`src/rtl/usr_pkg.sv`:
```
// Shared types for the universal shift register: operation encodings and burst FSM states.
package usr_pkg;

  typedef enum logic [2:0] {
    MODE_HOLD = 3'b000,
    MODE_SHL  = 3'b001,
    MODE_SHR  = 3'b010,
    MODE_ROL  = 3'b011,
    MODE_ROR  = 3'b100,
    MODE_LOAD = 3'b101,
    MODE_ASR  = 3'b110,
    MODE_CLR  = 3'b111
  } mode_t;

  typedef enum logic {
    IDLE  = 1'b0,
    BURST = 1'b1
  } state_t;

  // Only movement operations can be repeated as a counted burst.
  function automatic logic is_shift_mode(input mode_t m);
    return (m == MODE_SHL) || (m == MODE_SHR) || (m == MODE_ROL) ||
           (m == MODE_ROR) || (m == MODE_ASR);
  endfunction

endpackage

```
`src/rtl/usr_bit.sv`:
```
// One register bit: picks its next value from itself, a neighbour, or the load bit.
module usr_bit
  import usr_pkg::*;
(
  input  logic  clk,
  input  logic  rst_n,
  input  logic  step,
  input  mode_t op,
  input  logic  d,
  input  logic  lo_nb,
  input  logic  hi_nb,
  output logic  q
);

  logic nxt;

  // lo_nb feeds left moves, hi_nb feeds right moves; edge bits get serial/wrap values from the top.
  always_comb begin
    nxt = q;
    case (op)
      MODE_SHL, MODE_ROL:           nxt = lo_nb;
      MODE_SHR, MODE_ROR, MODE_ASR: nxt = hi_nb;
      MODE_LOAD:                    nxt = d;
      MODE_CLR:                     nxt = 1'b0;
      default:                      nxt = q;
    endcase
  end

  always_ff @(posedge clk or negedge rst_n) begin
    if (!rst_n) begin
      q <= 1'b0;
    end else if (step) begin
      q <= nxt;
    end
  end

endmodule

```
`src/rtl/universal_shift_register.sv`:
```
// Eight-mode shift register with a counted burst engine (START/LEN, BUSY/DONE).
module universal_shift_register
  import usr_pkg::*;
#(
  parameter int WIDTH = 8,
  parameter int LENW  = 4
) (
  input  logic             clk,
  input  logic             rst_n,
  input  logic             en,
  input  logic [2:0]       mode,
  input  logic [WIDTH-1:0] d,
  input  logic             sil,
  input  logic             sir,
  input  logic             start,
  input  logic [LENW-1:0]  len,
  output logic [WIDTH-1:0] q,
  output logic             sol,
  output logic             sor,
  output logic             busy,
  output logic             done
);

  state_t          state, state_nxt;
  logic [LENW-1:0] cnt, cnt_nxt;
  mode_t           burst_mode, burst_mode_nxt;
  mode_t           cur_mode, op;
  logic            done_nxt;
  logic            step;
  logic            msb_in;
  logic [WIDTH-1:0] lo_nb, hi_nb;

  assign cur_mode = mode_t'(mode);

  always_ff @(posedge clk or negedge rst_n) begin
    if (!rst_n) begin
      state      <= IDLE;
      cnt        <= '0;
      burst_mode <= MODE_HOLD;
      done       <= 1'b0;
    end else begin
      state      <= state_nxt;
      cnt        <= cnt_nxt;
      burst_mode <= burst_mode_nxt;
      done       <= done_nxt;
    end
  end

  // A zero-length burst request completes at once without ever entering BURST.
  always_comb begin
    state_nxt      = state;
    cnt_nxt        = cnt;
    burst_mode_nxt = burst_mode;
    done_nxt       = 1'b0;
    case (state)
      IDLE: begin
        if (start && is_shift_mode(cur_mode)) begin
          if (len != '0) begin
            state_nxt      = BURST;
            cnt_nxt        = len;
            burst_mode_nxt = cur_mode;
          end else begin
            done_nxt = 1'b1;
          end
        end
      end
      BURST: begin
        if (en) begin
          cnt_nxt = cnt - 1'b1;
          if (cnt == LENW'(1)) begin
            state_nxt = IDLE;
            done_nxt  = 1'b1;
          end
        end
      end
      default: state_nxt = IDLE;
    endcase
  end

  // The edge that accepts a burst request performs no step of its own.
  always_comb begin
    op   = cur_mode;
    step = 1'b0;
    case (state)
      IDLE:    step = en && !(start && is_shift_mode(cur_mode));
      BURST: begin
        op   = burst_mode;
        step = en;
      end
      default: step = 1'b0;
    endcase
  end

  assign busy = (state == BURST);

  always_comb begin
    if (op == MODE_ROR) begin
      msb_in = q[0];
    end else if (op == MODE_ASR) begin
      msb_in = q[WIDTH-1];
    end else begin
      msb_in = sil;
    end
    lo_nb = {q[WIDTH-2:0], (op == MODE_ROL) ? q[WIDTH-1] : sir};
    hi_nb = {msb_in, q[WIDTH-1:1]};
  end

  for (genvar i = 0; i < WIDTH; i++) begin : g_bit
    usr_bit u_bit (
      .clk   (clk),
      .rst_n (rst_n),
      .step  (step),
      .op    (op),
      .d     (d[i]),
      .lo_nb (lo_nb[i]),
      .hi_nb (hi_nb[i]),
      .q     (q[i])
    );
  end

  assign sol = q[WIDTH-1];
  assign sor = q[0];

endmodule

```
`config.mk`:
```
export PLATFORM = sky130hd
export DESIGN_NAME = universal_shift_register
export DESIGN_NICKNAME = d
export VERILOG_FILES = /design/src/rtl/usr_pkg.sv /design/src/rtl/usr_bit.sv /design/src/rtl/universal_shift_register.sv
export SDC_FILE = /design/constraint.sdc
export NUM_CORES = 1
export LEC_CHECK = 0
export BUFFER_PORTS_ARGS = -buffer_cell sky130_fd_sc_hd__clkbuf_2
export CAP_MARGIN = 0
export CORE_MARGIN = 10
export CORE_UTILIZATION = 40
export CTS_CLUSTER_DIAMETER = 120
export DETAILED_ROUTE_END_ITERATION = 12
export HOLD_SLACK_MARGIN = 0.02
export PLACE_DENSITY = 0.61
export REMOVE_ABC_BUFFERS = 1
export SYNTH_ARGS = -nofsm -noshare
export SYNTH_HDL_FRONTEND = slang
export SYNTH_SLANG_ARGS = --single-unit
```
`constraint.sdc`:
```
create_clock -name clk -period 2.34 [get_ports clk]
set_input_delay 0 -clock clk [delete_from_list [all_inputs] [get_ports clk]]
set_output_delay 0 -clock clk [all_outputs]
set_load 0.01 [all_outputs]
```
==> results of run 1 <==
==> registers in the layout, summed over array words and instances (netlist names) <==
name / flops
burst_mode: 3
busy: 1
cnt: 4
done: 1
g_bit.u_bit.q: 8
==> through the flow <==
step | area, um^2 | instances | setup slack [ns] | power, mW
3_3_place_gp | 1330 | 166 | 0.340 | 1.72
5_1_grt | 1390 | 173 | 0.121 | 2.08
4_1_cts | 1390 | 173 | 0.246 | 1.91
2_1_floorplan | 1130 | 102 | 0.282 | 1.42
3_5_place_dp | 1330 | 166 | 0.258 | 1.74
6_report | 1390 | 173 | 0.252 | 1.91
==> repair_timing <==
action                    4_1_cts  5_1_grt
hold buffers                    3        0
hold endpoints to repair       19        0
setup buffers                   0        0
==> logic make-up after synthesis <==
kind of cell	after synthesis
AND/OR/NAND/NOR	28
buffers and inverters	15
adder cells (fa/ha/maj)	2
flip-flops	17
AO/OA/AOI/OAI	35
multiplexers	15
==> layer usage <==
layer / share of wire, % / up-vias / global-route usage (%)
met5: 0 / - / 0
met4: 0 / 0 / 2.52
met3: 6.9 / 0 / 4.20
met2: 50 / 34 / 17.7
met1: 43 / 488 / 14.3
li1: - / 485 / -
==> worst paths after layout <==
| kind | end | slack, ns | depth (start not counted) |
|---|---|---|---|
| setup / recovery | g_bit[6].u_bit.q | 0.25 | 5 |
| hold / removal | g_bit[4].u_bit.q | 0.04 | 3 |
| setup reg to reg | g_bit[6].u_bit.q | 0.25 | 5 |
| hold reg to reg | g_bit[2].u_bit.q | 0.59 | 1 |
| max in group asynchronous | g_bit[6].u_bit.q | 1.86 | 2 |
| min in group asynchronous | g_bit[0].u_bit.q | 0.17 | 2 |
==> critical path: stages (launching register included) <==
cell and delay, ns:
dfrtp_1 0.55, buf_4 0.25, nand2b_1 0.21, o31ai_2 0.50, a21oi_4 0.13, mux2_4 0.33
==> cell usage in the layout, fill, tap and decap left out, drive strengths merged, types with 5 or more instances in the layout <==
master / count
o21ai: 8
dfrtp: 17
a21oi: 7
nor3: 7
mux2: 10
inv: 5
nand2: 7
mux2i: 5
clkbuf: 35
==> power by group through the flow <==
stage                     registers, mW  logic [mW]  clock network [mW]
after floorplan                   0.624       0.799                   0
after global placement            0.600        1.12                   0
after detailed placement          0.605        1.14                   0
after CTS                         0.602        1.14               0.166
after global routing              0.629        1.28               0.179
final                             0.604        1.15               0.158
==> cell type report <==
type	count	area share, %
Inverter	5	1.35
Clock buffer	3	1.62
Multi-Input combinational cell	80	49.1
Timing Repair Buffer	36	14.2
Clock inverter	1	0.360
Sequential cell	17	30.6
Tap cell	31	2.79
==> out/summary.md, run 1 <==
The run finished with clean final reports. The startpoint type of the worst setup path is a flop. Final number of setup-violating endpoints: 0. TritonCTS built the clock tree.

The starting density of the core is 42.9%, and the die extent in y is 75.1 um. From left edge to right edge, the die measures 75.1 um. The logs give 0 for the initial antenna violation count and 1 for the H-tree depth reported by CTS. The tools report the fraction of power consumed by the clock network as 8.3%. Sorting the synthesized cells by area gives the leading types as dfrtp_1, mux2_2, mux2i_4.

The final critical path takes up 89.2% of the cycle. Clock skew on the completed layout was measured at 0.00510 ns. The worst vdd rail ir drop was 0.000572 V. Critical path class: flop to flop. The run gives 948 as the via count of the first global-routing pass. The internal portion of the total power is 1.06 mW.

In this run the remaining antenna-violating nets after routing total 0. Proportion of synthesized area in mux cells: 17.8%. By instance count, the leading cell after synthesis is dfrtp_1. Max-cap violations in this run came to 0. For the count of pins over their slew limit, the log shows 0. The worst hold path belongs to the class input pin to flop. After clock tree synthesis, the clock-pin slew on the worst setup and hold paths is 0.10 ns. For this run, the leading register cell type out of synthesis is dfrtp_1.

In this run the tightest slew margin relative to its limit is 54.9%. For this block, the routed nets add up to 2980 um of wire. In the final layout, the share of cells above drive strength 1 is 40.1%.

For this design the total switching power over the nets is 0.851 mW. The critical register-to-register path startpoint was busy. In this run the count of I/O pins placed on the die edge is 33.

The clock period minus final worst setup slack was 2.09 ns. The logs give 0.627 nW for the static power due to leakage and 11.3% for the overall fraction of global-route tracks in use. Along the worst path, the maximum fanout reaches 11.

The total power per unit cell area was 1370 nW/um^2; the footprint of the multi-input gates was 682 um^2. Entering global routing, the biggest net connects 18 pins. The mapped netlist covers 1210 um^2. The post-route core utilization was 49.1%; the number of hold violations in the final report was 0.

The net count of the finished layout is 166. The part of the Yosys area used for sequential elements was 35.1%; the sequential share of power was 31.7%. TritonCTS created 3 clock buffers. The run gives 2 as the number of buffers between clock root and the deepest sink.

STA puts the critical path data arrival time at 2.27 ns. The worst hold path startpoint is d[4]. In the routed layout, each cell is associated on average with a via count of 5.82. For the estimated wirelength of the detail-placed design, the log shows 2290 um.

Total number of vias: 1007. The share of the synthesized area in the top cell type was 35.1%; the area of the core was 2830 um^2. In the final routed layout, each cell accounts on average for 17.2 um. The area share of xor/xnor cells in the synthesized design came out at 0%. Of the total synthesized cell area, the portion taken by AND, OR, NAND and NOR gates is 12.8%. The initialized floorplan defines 19 standard-cell rows.

The post-synthesis async set-or-reset flop share was 100%. The required time at the endpoint of the critical path is 2.52 ns. The first TritonRoute pass finished after 4 iterations. Number of warnings printed during yosys synthesis: 0.

STA classifies the critical path endpoint as a flop. The die covers 5630 um^2. The largest area contributor in the netlist was dfrtp_1.

The count of cell types in the netlist was 39; the worst hold-check slack was 0.0376 ns. The transition at the pin with the smallest max-transition slack was 0.671 ns; the number of synthesized flops with an enable pin was 0. Of the total synthesized cell area, the portion taken by full adders, half adders and majority gates is 2.06%.

The synthesized design contains 17 register bits. After detailed routing, the number of remaining DRC violations is 0. The sequential cells in the finished layout cover a total of 425 um^2.

The synthesized netlist devotes 23.6% of its cell area to compound gates. After global routing the overflow that remains totals 0. The origin of the worst setup path was busy. Counting every instance in the synthesized netlist gives 112. The growth of design area from synthesis to finish was 14.7%; the number of resized instances in the post-cts repair step was 0. The number of clock sinks is 17. At the later pin of the worst-skew pair, clock insertion delay measures 0.29 ns. Ranked by instance count, the synthesized netlist is headed by dfrtp_1, buf_4, o21ai_0, nand2_1. The setup TNS after final layout is 0 ns. Timing would allow up to 479 MHz. The placer's final routability congestion estimate is 0.820. 0 antenna diodes ended up in the layout. The layout has 273 filler cells.

The part of the power in combinational logic was 60.0%; the number of DRC markers in iteration 0 was 83. Buffers placed on the I/O ports in this run total 32. By area, the combinational part of the netlist is dominated by compound AO/OA/AOI/OAI gates.

The net switching fraction of the power came out at 44.6%. CTS placed an instance of clkbuf_4 at the clock tree root. The tools report the first-pass GRT wire length as 4890 um. After synthesis, the mean cell area works out to 10.8 um^2.

Setup repair after global routing left no endpoint under its margin.
(Power assumes the default switching activity.)
==> run 2: changes to the inputs <==
- CORE_UTILIZATION: 40 -> 51
- PLACE_DENSITY: 0.61 -> 0.75
==> run 2 against run 1 <==
Clock power is essentially flat. Clock skew shrank 0.0023 ns. Global-route usage grew 2.6 points. Non-clock buffer count grew 1. Cell count shrank 1.2%. Utilization grew 13 points. Die area shrank 16%. Via count grew 0.70%. Fmax shrank 0.37%. Design area grew 0.45%. Hold slack lost 0.0024 ns. Critical path type unchanged.
==> out/summary.md, run 2 (synthesis results as in run 1) <==
The flow ran to the end, and the final reports show no timing, DRC or antenna violations. Required time at the endpoint of the critical path: 2.53 ns. The routed layout has 1014 vias. After detailed routing, the average wire length per cell comes to 17.5 um. In this run the static leakage power is 0.631 nW. The largest registers in the layout are g_bit.u_bit.q: 8 flops, cnt: 4 flops, burst_mode: 3 flops.

The number of clock sinks is 17, and the share of layout cells above drive strength 1 is 39.9%. The worst path uses 89.5% of the clock period. The die extent in y works out to 68.8 um. Clock latency on the worst-skew pair, taken at its later pin, is 0.30 ns. In this run the post-CTS setup repair buffer count came out at 0. After detailed placement, the design holds a cell count of 163. Leaving out fill and tap cells, the most frequent cells in the layout are clkbuf_2, dfrtp_1, o21ai_0. The number of top-level pins is 33, and the number of nets at the end of the flow is 167. Total power per unit cell area: 1380 nW/um^2.

STA classifies the critical path startpoint as a flop. Counting cells, the worst reg-to-reg path comes to 5. For hold timing, the worst endpoint is burst_mode[1]. TritonCTS built the clock tree. Initial antenna violation count: 0.

The register with the most flip-flops in the layout has 8 of them. For the data arrival time of the critical path, the log shows 2.29 ns. The min-delay analysis places its worst path in the category input pin to flop. Maximum single-stage delay on the critical path: 0.55 ns.

After legalization and detailed placement, the total HPWL measured 2340 um. After detailed placement, the total cell area comes to 1330 um^2. The overall fraction of global-route tracks in use was 13.9%; the growth of design area from synthesis to finish was 15.2%.

IR analysis of the VDD net gives a maximum drop of 0.000810 V. The clock passes through at most 2 buffers. The tools report the largest net degree at the start of global routing as 18.

The library cell used most frequently in the layout, excluding fill and tap cells, is clkbuf_2. First-pass iteration count of the detailed router: 4. The hold path depth came out at 2.

The startpoint identified for the worst register-to-register timing path is busy. The number of cell rows was 17; the DRC violation count after routing was 0. The slowest stage of the critical path belongs to the cell dfrtp_1. The critical-path maximum fanout was 11.

The number of DRC markers in iteration 0 is 68. The signal on the critical path passes through buf_4, nand2b_1, o31ai_2, a21oi_4, mux2_4. The count of pins over their slew limit was 0; the placer's final routability congestion estimate was 0.857. The endpoint identified for the worst register-to-register timing path is g_bit[2].u_bit.q. The normalized max-slew margin was 53.8%.

The setup check on the worst reg-to-reg path leaves a slack of 0.24 ns. The transition at the pin with the smallest max-transition slack is 0.687 ns. Once the floorplan was initialized, standard cells occupied 54.3% of the core. After detailed routing, the number of vias per cell comes to 5.93. The repair_antennas step left the layout with diodes totalling 0.

After clock tree synthesis, the clock-pin slew on the worst setup and hold paths is 0.10 ns. Max-cap violations in this run came to 0. Clock root buffer: clkbuf_4. For the full die area, the log shows 4730 um^2.

The worst setup path is of the flop to flop kind. The sum of overflow across all layers after global routing is 0, and the count of placed standard cells in the final layout, fillers left out is 171. The first global-routing pass estimated 5090 um of wire.

The number of hold violations in the final report is 0, and the total CTS buffers is 3. From left edge to right edge, the die measures 68.8 um. Area of the core: 2230 um^2.

For the number of nets still failing antenna checks after routing, the log shows 0. The via count of the first global-routing pass came out at 1018. The tools report the critical path capture point type as a flop.

The clock period minus final worst setup slack came out at 2.10 ns. The run gives 0.00280 ns as the worst clock skew. The maximum clock frequency came out at 477 MHz. In this run the most critical hold path is launched from mode[1].

The count of buffers added on input and output ports is 32. The tools report the H-tree depth reported by CTS as 1. Final instance area: 1400 um^2. The final layout contains routed wiring with a total length of 2990 um. Setup repair after global routing left no endpoint under its margin.

Counting flops per register, the top entry is g_bit.u_bit.q. Summed over all failing endpoints, the final setup total negative slack is 0 ns. Setup violations remaining at the end of the flow were counted as 0.
run 2: changes by cell type in the layout (fill, tap and decap cells not counted):
cell | previous run | this run
dlygate4sd3_1 | 3 | 4
run 2: routing by layer:
| layer | wire length, um | GRT usage (%) | vias to the layer above |
|---|---|---|---|
| met5 | 0 | 0 | - |
| li1 | - | - | 489 |
| met1 | 1240 | 17.4 | 491 |
| met2 | 1570 | 22.8 | 29 |
| met3 | 162 | 4.19 | 5 |
| met4 | 25 | 3.45 | 0 |
run 2: repair_timing:
| action | 4_1_cts | 5_1_grt |
|---|---|---|
| hold buffers | 4 | 0 |
| hold endpoints to repair | 20 | 0 |
| resized for setup | 0 | 0 |
run 2: power breakdown:
part,internal (mW),switching [mW]
clock network,0.0638,0.0951
logic,0.563,0.604
registers,0.433,0.166
run 2: worst max-delay path: cells and delay by family (launching register included):
kind,cells,cell delay [ns]
AOI/OAI and AO/OA,2,0.63
DFF,1,0.55
muxes,1,0.32
buffers and inverters,1,0.25
and+or+nand+nor,1,0.22
run 2: layout make-up:
type                    count  area [um^2]
fillers                   192          837
multi-input cells          80          682
flip-flops and latches     17          425
repair buffers             37          208
well taps                  28         35.0
clock buffers               3         22.5
inverters                   5         18.8
clock inverters             1         5.00
run 2: worst max path at each step:
| stage | start | endpoint | depth (start not counted) |
|---|---|---|---|
| after global routing | busy | g_bit[3].u_bit.q | 5 |
| final | busy | g_bit[2].u_bit.q | 5 |
| after global placement | busy | g_bit[2].u_bit.q | 5 |
| after floorplan | busy | g_bit[2].u_bit.q | 4 |
| after CTS | busy | g_bit[2].u_bit.q | 5 |
| after detailed placement | busy | g_bit[2].u_bit.q | 5 |
run 2: stage by stage:
stage               worst slack [ns]  total power, mW  utilization [%]  hold slack, ns
floorplan                      0.282             1.42                -          -0.296
global placement               0.351             1.70             59.5         -0.0423
detailed placement             0.256             1.76             59.5         -0.0395
CTS                            0.247             1.93             62.5          0.0241
global route                   0.150             2.09             62.5          0.0403
finish                         0.245             1.93             62.5          0.0352
